**config.mk**
```make
export PLATFORM = sky130hd
export DESIGN_NAME = uart_rx
export DESIGN_NICKNAME = d
export VERILOG_FILES = /design/src/rtl/uart_pkg.sv /design/src/rtl/rx_fifo.sv /design/src/rtl/uart_rx.sv
export SDC_FILE = /design/constraint.sdc
export NUM_CORES = 1
export LEC_CHECK = 0
export BUFFER_PORTS_ARGS = -buffer_cell sky130_fd_sc_hd__buf_2
export CAP_MARGIN = 15
export CORE_UTILIZATION = 61
export CTS_CLUSTER_DIAMETER = 60
export DETAILED_ROUTE_END_ITERATION = 12
export PLACE_DENSITY = 0.9
export SLEW_MARGIN = 0
export SYNTH_ARGS = -nofsm -noshare
export SYNTH_HDL_FRONTEND = slang
export SYNTH_SLANG_ARGS = --single-unit
```
**constraint.sdc**
```tcl
create_clock -name CLK -period 2.3 [get_ports CLK]
set_input_delay 0.115 -clock CLK [delete_from_list [all_inputs] [get_ports CLK]]
set_output_delay 0.115 -clock CLK [all_outputs]
set_load 0.01 [all_outputs]
```
**src/rtl/uart_pkg.sv**
```systemverilog
// uart_pkg: shared types and constants for the UART receiver.
// Holds the FSM encoding, data width and bit-period derivation.
package uart_pkg;

    localparam int DATA_BITS        = 8;
    localparam int MIN_CLKS_PER_BIT = 4;

    typedef enum logic [1:0] {
        ST_IDLE,
        ST_START,
        ST_DATA,
        ST_STOP
    } rx_state_t;

    // Clock cycles per serial bit, truncated, never below the
    // minimum needed for a meaningful mid-bit sample point.
    function automatic int clks_per_bit(
        input int clk_hz,
        input int baud
    );
        int c;
        c = clk_hz / baud;
        return (c < MIN_CLKS_PER_BIT) ? MIN_CLKS_PER_BIT : c;
    endfunction

endpackage

```
**src/rtl/rx_fifo.sv**
```systemverilog
// rx_fifo: small synchronous FIFO for received bytes.
// Ports: clk, rst_n (async, active-low), push/din, pop, full,
// empty, head (combinational read of oldest entry, 0 when empty).
module rx_fifo #(
    parameter int WIDTH = 8,
    parameter int DEPTH = 4
) (
    input  logic             clk,
    input  logic             rst_n,
    input  logic             push,
    input  logic [WIDTH-1:0] din,
    input  logic             pop,
    output logic             full,
    output logic             empty,
    output logic [WIDTH-1:0] head
);

    localparam int AW = $clog2(DEPTH);

    logic [WIDTH-1:0] mem [DEPTH];
    logic [AW:0]      wr_ptr;
    logic [AW:0]      rd_ptr;
    logic             do_push;
    logic             do_pop;

    // Extra pointer MSB tells a full ring from an empty one.
    assign empty = (wr_ptr == rd_ptr);
    assign full  = (wr_ptr[AW] != rd_ptr[AW]) &&
                   (wr_ptr[AW-1:0] == rd_ptr[AW-1:0]);

    // A pop on the same edge frees the slot a full push needs.
    assign do_pop  = pop && !empty;
    assign do_push = push && (!full || do_pop);

    assign head = empty ? '0 : mem[rd_ptr[AW-1:0]];

    always_ff @(posedge clk) begin
        if (do_push) begin
            mem[wr_ptr[AW-1:0]] <= din;
        end
    end

    always_ff @(posedge clk or negedge rst_n) begin
        if (!rst_n) begin
            wr_ptr <= '0;
            rd_ptr <= '0;
        end else begin
            if (do_push) begin
                wr_ptr <= wr_ptr + 1'b1;
            end
            if (do_pop) begin
                rd_ptr <= rd_ptr + 1'b1;
            end
        end
    end

endmodule

```
**src/rtl/uart_rx.sv**
```systemverilog
// uart_rx: 8N1 UART receiver with byte FIFO and sticky error flags.
// Ports: CLK, RESET (async, active-low), RXD serial in, RD pop
// strobe, DATA/VALID FIFO head, FRAME_ERR/OVERRUN sticky flags,
// ERR_CLR one-cycle flag clear.
module uart_rx
    import uart_pkg::*;
#(
    parameter int CLK_FREQ_HZ = 50000000,
    parameter int BAUD_RATE   = 115200,
    parameter int FIFO_DEPTH  = 4
) (
    input  logic                 CLK,
    input  logic                 RESET,
    input  logic                 RXD,
    input  logic                 RD,
    output logic [DATA_BITS-1:0] DATA,
    output logic                 VALID,
    output logic                 FRAME_ERR,
    output logic                 OVERRUN,
    input  logic                 ERR_CLR
);

    localparam int CPB = clks_per_bit(CLK_FREQ_HZ, BAUD_RATE);
    localparam int CW  = $clog2(CPB + 1);
    localparam int BW  = $clog2(DATA_BITS);

    // The counter expires on the cycle it reads zero, so loads
    // are one less than the wanted interval.
    localparam logic [CW-1:0] HALF_LOAD = CW'(CPB / 2 - 1);
    localparam logic [CW-1:0] FULL_LOAD = CW'(CPB - 1);
    localparam logic [BW-1:0] LAST_BIT  = BW'(DATA_BITS - 1);

    logic                 rx_meta;
    logic                 rx_s;
    rx_state_t            state;
    logic [CW-1:0]        baud_cnt;
    logic [BW-1:0]        bit_cnt;
    logic [DATA_BITS-1:0] shreg;
    logic                 armed;
    logic                 tick;
    logic                 stop_ok;
    logic                 stop_bad;
    logic                 fifo_full;
    logic                 fifo_empty;
    logic                 overflow;

    always_ff @(posedge CLK or negedge RESET) begin
        if (!RESET) begin
            rx_meta <= 1'b1;
            rx_s    <= 1'b1;
        end else begin
            rx_meta <= RXD;
            rx_s    <= rx_meta;
        end
    end

    assign tick     = (baud_cnt == '0);
    assign stop_ok  = (state == ST_STOP) && tick && rx_s;
    assign stop_bad = (state == ST_STOP) && tick && !rx_s;

    // A pop on the same edge makes room, so only RD-less
    // pushes into a full FIFO are lost.
    assign overflow = stop_ok && fifo_full && !RD;

    // armed: line has been seen high since reset or since a
    // low stop bit, so a held-low break cannot restart a frame.
    always_ff @(posedge CLK or negedge RESET) begin
        if (!RESET) begin
            state     <= ST_IDLE;
            baud_cnt  <= '0;
            bit_cnt   <= '0;
            shreg     <= '0;
            armed     <= 1'b0;
            FRAME_ERR <= 1'b0;
            OVERRUN   <= 1'b0;
        end else begin
            unique case (state)
                ST_IDLE: begin
                    if (rx_s) begin
                        armed <= 1'b1;
                    end else if (armed) begin
                        state    <= ST_START;
                        bit_cnt  <= '0;
                        baud_cnt <= HALF_LOAD;
                    end
                end
                ST_START: begin
                    if (tick) begin
                        if (!rx_s) begin
                            state    <= ST_DATA;
                            baud_cnt <= FULL_LOAD;
                        end else begin
                            state <= ST_IDLE;
                        end
                    end else begin
                        baud_cnt <= baud_cnt - 1'b1;
                    end
                end
                ST_DATA: begin
                    if (tick) begin
                        shreg    <= {rx_s, shreg[DATA_BITS-1:1]};
                        bit_cnt  <= bit_cnt + 1'b1;
                        baud_cnt <= FULL_LOAD;
                        if (bit_cnt == LAST_BIT) begin
                            state <= ST_STOP;
                        end
                    end else begin
                        baud_cnt <= baud_cnt - 1'b1;
                    end
                end
                ST_STOP: begin
                    if (tick) begin
                        state <= ST_IDLE;
                        if (!rx_s) begin
                            armed <= 1'b0;
                        end
                    end else begin
                        baud_cnt <= baud_cnt - 1'b1;
                    end
                end
                default: begin
                    state <= ST_IDLE;
                end
            endcase

            // A new error event outranks a coincident clear.
            if (stop_bad) begin
                FRAME_ERR <= 1'b1;
            end else if (ERR_CLR) begin
                FRAME_ERR <= 1'b0;
            end

            if (overflow) begin
                OVERRUN <= 1'b1;
            end else if (ERR_CLR) begin
                OVERRUN <= 1'b0;
            end
        end
    end

    rx_fifo #(
        .WIDTH (DATA_BITS),
        .DEPTH (FIFO_DEPTH)
    ) u_fifo (
        .clk   (CLK),
        .rst_n (RESET),
        .push  (stop_ok),
        .din   (shreg),
        .pop   (RD),
        .full  (fifo_full),
        .empty (fifo_empty),
        .head  (DATA)
    );

    assign VALID = !fifo_empty;

endmodule

```
# After elaboration in Yosys (flattened, before gate mapping)
# Memory sizes are Yosys's and may differ from the RTL's.
# Index checks and enable logic that the tools add are counted.
# word_totals
register_bits,33
ramBits,32
input_bits,5
output_inout_bits,11
n_memories,1
# mem_list
memory,words,word_bits,rd,rd_clocked_by_memory_dff,wr,line,source
u_fifo.mem,4,8,1,0,1,rx_fifo.sv:20,logic [WIDTH-1:0] mem [DEPTH];
# classes
addsub,4
n_eq_ne,17
n_mux,29
reduce_logical,24
# ops
operator,count
$mux 9,6
$pmux 9 s4,1
$ne 2x2->1 const B,9
$mux 2,7
$reduce_and 4->1,3
$add 3x1->3 const B,3
$logic_not 9->1,1
$mux 3,3
$sub 9x1->9 const B,1
$logic_and 1x1->1,8
$mux 1,8
$mux 8,1
$pmux 2 s4,1
$reduce_bool 2->1,4
$pmux 3 s2,1
$reduce_and 6->1,1
$eq 2x2->1 const B,2
$logic_not 1->1,4
$eq 3x3->1,1
$eq 3x3->1 const B,1
$ne 3x3->1 const B,1
$eq 2x1->1 const B,1
$eq 2x2->1,1
$logic_not 2->1,1
4 further kinds,4

# Logic depth before layout (Yosys ltp)
# logic_depth
depth_word,7
depth_mapped,7
ltp_nobuf,6

# By module
# Synthesis repeated with hierarchy kept, for this count alone.
# unflattened
hier_cells,228
area_unflattened_um2,3194.3
# by_module_without_submodules
module,n_inst,cells_each,area_each_um2
rx_fifo,1,85,1657.8
uart_rx,1,143,1536.5

# Least setup slack after synthesis
# Ideal clock, no wire load.
# synth_timing
kind,register -> register
from,register baud_cnt[0]
to,"memory u_fifo.mem[3][0], enable pin"
arrival_ns,1.629
required_ns,1.927
slack_ns,0.298
stages_incl_launch_ff,6
period_less_slack_ns,2.002
cell_sequence,dfrtp_1 inv_1 ha_1 nor4b_4 nand2_2 nor4b_4
# synth_via
elab_chain_len,6
# synth_lines
element,line,source
"start, declared",uart_rx.sv:36,logic [CW-1:0] baud_cnt;
"start signal, assigned",uart_rx.sv:96,baud_cnt <= baud_cnt - 1'b1;
"start signal, assigned",uart_rx.sv:108,baud_cnt <= baud_cnt - 1'b1;
"start signal, assigned",uart_rx.sv:118,baud_cnt <= baud_cnt - 1'b1;
$logic_not 9->1,uart_rx.sv:57,assign tick = (baud_cnt == '0);
$logic_and 1x1->1 (2 in a row),uart_rx.sv:58,assign stop_ok = (state == ST_STOP) && tick && rx_s;
$logic_and 1x1->1,rx_fifo.sv:33,assign do_push = push && (!full || do_pop);
$mux 1,rx_fifo.sv:38,if (do_push) begin
$mux 1 (not written as such),rx_fifo.sv:39,mem[wr_ptr[AW-1:0]] <= din;
"end, declared",rx_fifo.sv:20,
# Every way passes these cells.

# Worst setup path after layout
# layout_timing
from,register baud_cnt[0]
to,"memory u_fifo.mem[2][3], enable pin"
# Same word-level chain as after synthesis.

==> results.md <==
* Status: completed
* MaxCap Viol Count at 0
* Most frequent cells in the layout: 32 x edfxtp_1, 31 x dfrtp_1, 15 x buf_2
* Seq cells post-synth at 65
* Worst Skew at just over 5 ps
* FP Rows at 26
* Syn. warnings at 0
* Ys async rst share at approximately half
* Mean area per synthesized cell at 14.24 sq um
* GRT Overall Usage at between 20% and 30%
* Synth-to-Final Area Change at 12.85%
* Power density over the cells at 1194 nW/um^2
* Clk_lat worst skew at between 300 and 400 ps
* GRT overflow at 0
* Crit. End Element: flop
* Peak supply drop at 0.0007877 V
* Setup TNS at 0 ps
* Commonest non-fill, non-tap cell in the layout: edfxtp_1
* Final #Nets at 271
* Hold WS at about 130 ps
* Cell Area, Synth at 3203 sq um
* Setup CP Type: reg -> reg
* Final Wtd Congestion at 0.8530
* CTS sink cnt at 65
* Post-Layout Cell Count at approximately 330
* Final Power at around 4.3 mW
* Routed vias at ~1,900
* Startpoint class of the critical path: flop
* Hold Crit Class: in -> reg
* Yosys top cell area share at 30.00%
* Die X at 74.47 um
* TritonCTS Buffers at 9
* Clock Tree Root: clkbuf_8
* Crit-path max FO at 8
* Die Ht at 74.47 um
* Mapped Nets at 243
* Multi-input gate area at 1325 sq um
* Largest cells by area after synthesis: edfxtp_1 30%, dfrtp_1 24%, mux4_2 5.6%, ha_1 5.1%, mux2_4 4.2%
* First-pass GRT wire length at 9.225 mm
* CTS tree: yes
* Minimum clock period at 2130 ps
* Fin. max-slew vios at 0
* Router iterations before antenna repair at 4
* Final hold violations at 0
* Clk buf depth at 2
* Area of the die at 5545 sq um
* H-tree levels at 3
* Initial antenna violation count at 0
* Total Wirelength at 5.657 mm
* RSZ-0062 raised after global routing: false
* DP HPWL at between 4 and 5 mm
* Yosys cell types at ~60
* # setup viols final at 0
* Number of flops mapped to enable cells by yosys at 32
* Slew HR at 52.47%
* I/O Pins at 16
* WP data required at 2290 ps
* Avg WL per Cell at ~17 um
* Main synth FF type: edfxtp_1
* Largest net degree at the start of global routing at 34
* Cells after Synth at 225
* Core area at 5075 sq um
* Antenna Nets Post-Route at 0
* DR iter-0 viols at 133
* Vias in the first global route at about 1,900
* Pleak at 1.465 nW
* Reg clk slew, reported paths at 70 ps
* Placed Cells at 309
* Fin crit share at 92.61%
* ANT cells at 0
* Fmax at 469.5 MHz
* Vias per cell at 5.799
* Setup bufs post-CTS at 0
* FF/Latch Area at 1789 sq um
* Cell taking the most area after synthesis: edfxtp_1
* DRC errors left at 0
* Fillers at 341
* Initial Util at 63.12%
* Sequential cell area fraction in the yosys report at 55.86%
* Crit path DAT at 2120 ps
* I/O Buffers at 15
* Worst Tran Pin Value at 713.0 ps
* Layout cells sized above 1 at 27.91%
per-layer routing:
layer / routed length, um / vias to the layer above / global-route usage (%) / part of all wire (%)
li1: - / 910 / - / -
met1: 2459 / 943 / 28.64 / 43
met2: 2984 / 45 / 40.34 / 53
met3: 181 / 4 / 5.691 / 3.2
met4: 32 / 0 / 5.451 / 0.57
met5: 0 / - / 0 / 0
logic make-up after synthesis:
family | count (synthesis) | share of synthesized area [%]
AOI/OAI and AO/OA | 45 | 10.86
xor gates and xnor gates | 7 | 1.914
adders and majority gates | 13 | 5.078
buffers and inverters | 21 | 2.851
DFF | 65 | 55.86
muxes | 21 | 11.17
and+or+nand+nor | 53 | 12.27
path summary, 6_finish.rpt:
kind | start | end | slack (ps) | cells past startpoint
hold reg to reg | rx_meta | rx_s | 360 | 0
setup reg to reg | baud_cnt[0] | u_fifo.mem[2][3] | 170 | 6
hold / removal | RD | u_fifo.rd_ptr[0] | 130 | 3
min in group asynchronous | RESET | baud_cnt[2] | 370 | 2
max in group asynchronous | RESET | state[0] | 1470 | 2
setup / recovery | baud_cnt[0] | u_fifo.mem[2][3] | 170 | 6
cells in the mapped netlist (4+ instances only):
master	instances
a21oi_1	10
dfrtp_1	31
and2_1	11
xnor2_1	5
inv_1	14
edfxtp_1	32
mux4_2	8
nand3_1	4
mux2_4	9
ha_1	13
o21ai_0	4
clkbuf_1	4
nand2_1	11
layout make-up:
cell class                 instances  share of cell area, %
clock buffer                      10                  3.531
clock inverter                     6                  2.285
inverter                          14                  1.454
multi-input combinational        139                  36.66
sequential                        65                  49.50
tap                               70                  2.423
timing repair buffer              24                  4.154
metrics by stage:
stage	worst slack [ps]	instance area (sq um)	util, %
global placement	249.5	3372	66.44
detailed placement	147.8	3372	66.44
finish	169.9	3615	71.23
floorplan	297.7	3203	-
global route	8.938	3615	71.23
CTS	127.0	3612	71.18
repair_timing:
action	in CTS	in global routing
hold buffers	3	0
endpoints found under the setup margin	0	16
resized for setup	0	2
endpoints found under the hold margin	34	0
critical path: stages (launching register included):
cell,delay [ps]
dfrtp_1,420
inv_1,100
ha_1,170
nor4b_4,310
nand2_2,140
nor3_4,260
and2_1,390
power breakdown:
part	internal, mW	switching, mW	leakage, nW	total [mW]
logic	0.820	0.912	0.667	1.73
registers	1.37	0.197	0.691	1.56
clock network	0.605	0.416	0.108	1.02
total	2.79	1.52	1.47	4.32
state kept, by name, summed over array words and instances (netlist names), named ones only:
name / count
OVERRUN: 1
u_fifo.wr_ptr: 3
state: 1
rx_s: 1
shreg: 8
u_fifo.rd_ptr: 3
FRAME_ERR: 1
rx_meta: 1
u_fifo.mem: 32
armed: 1
baud_cnt: 9
bit_cnt: 3
Power figures use the tool's default switching activity.
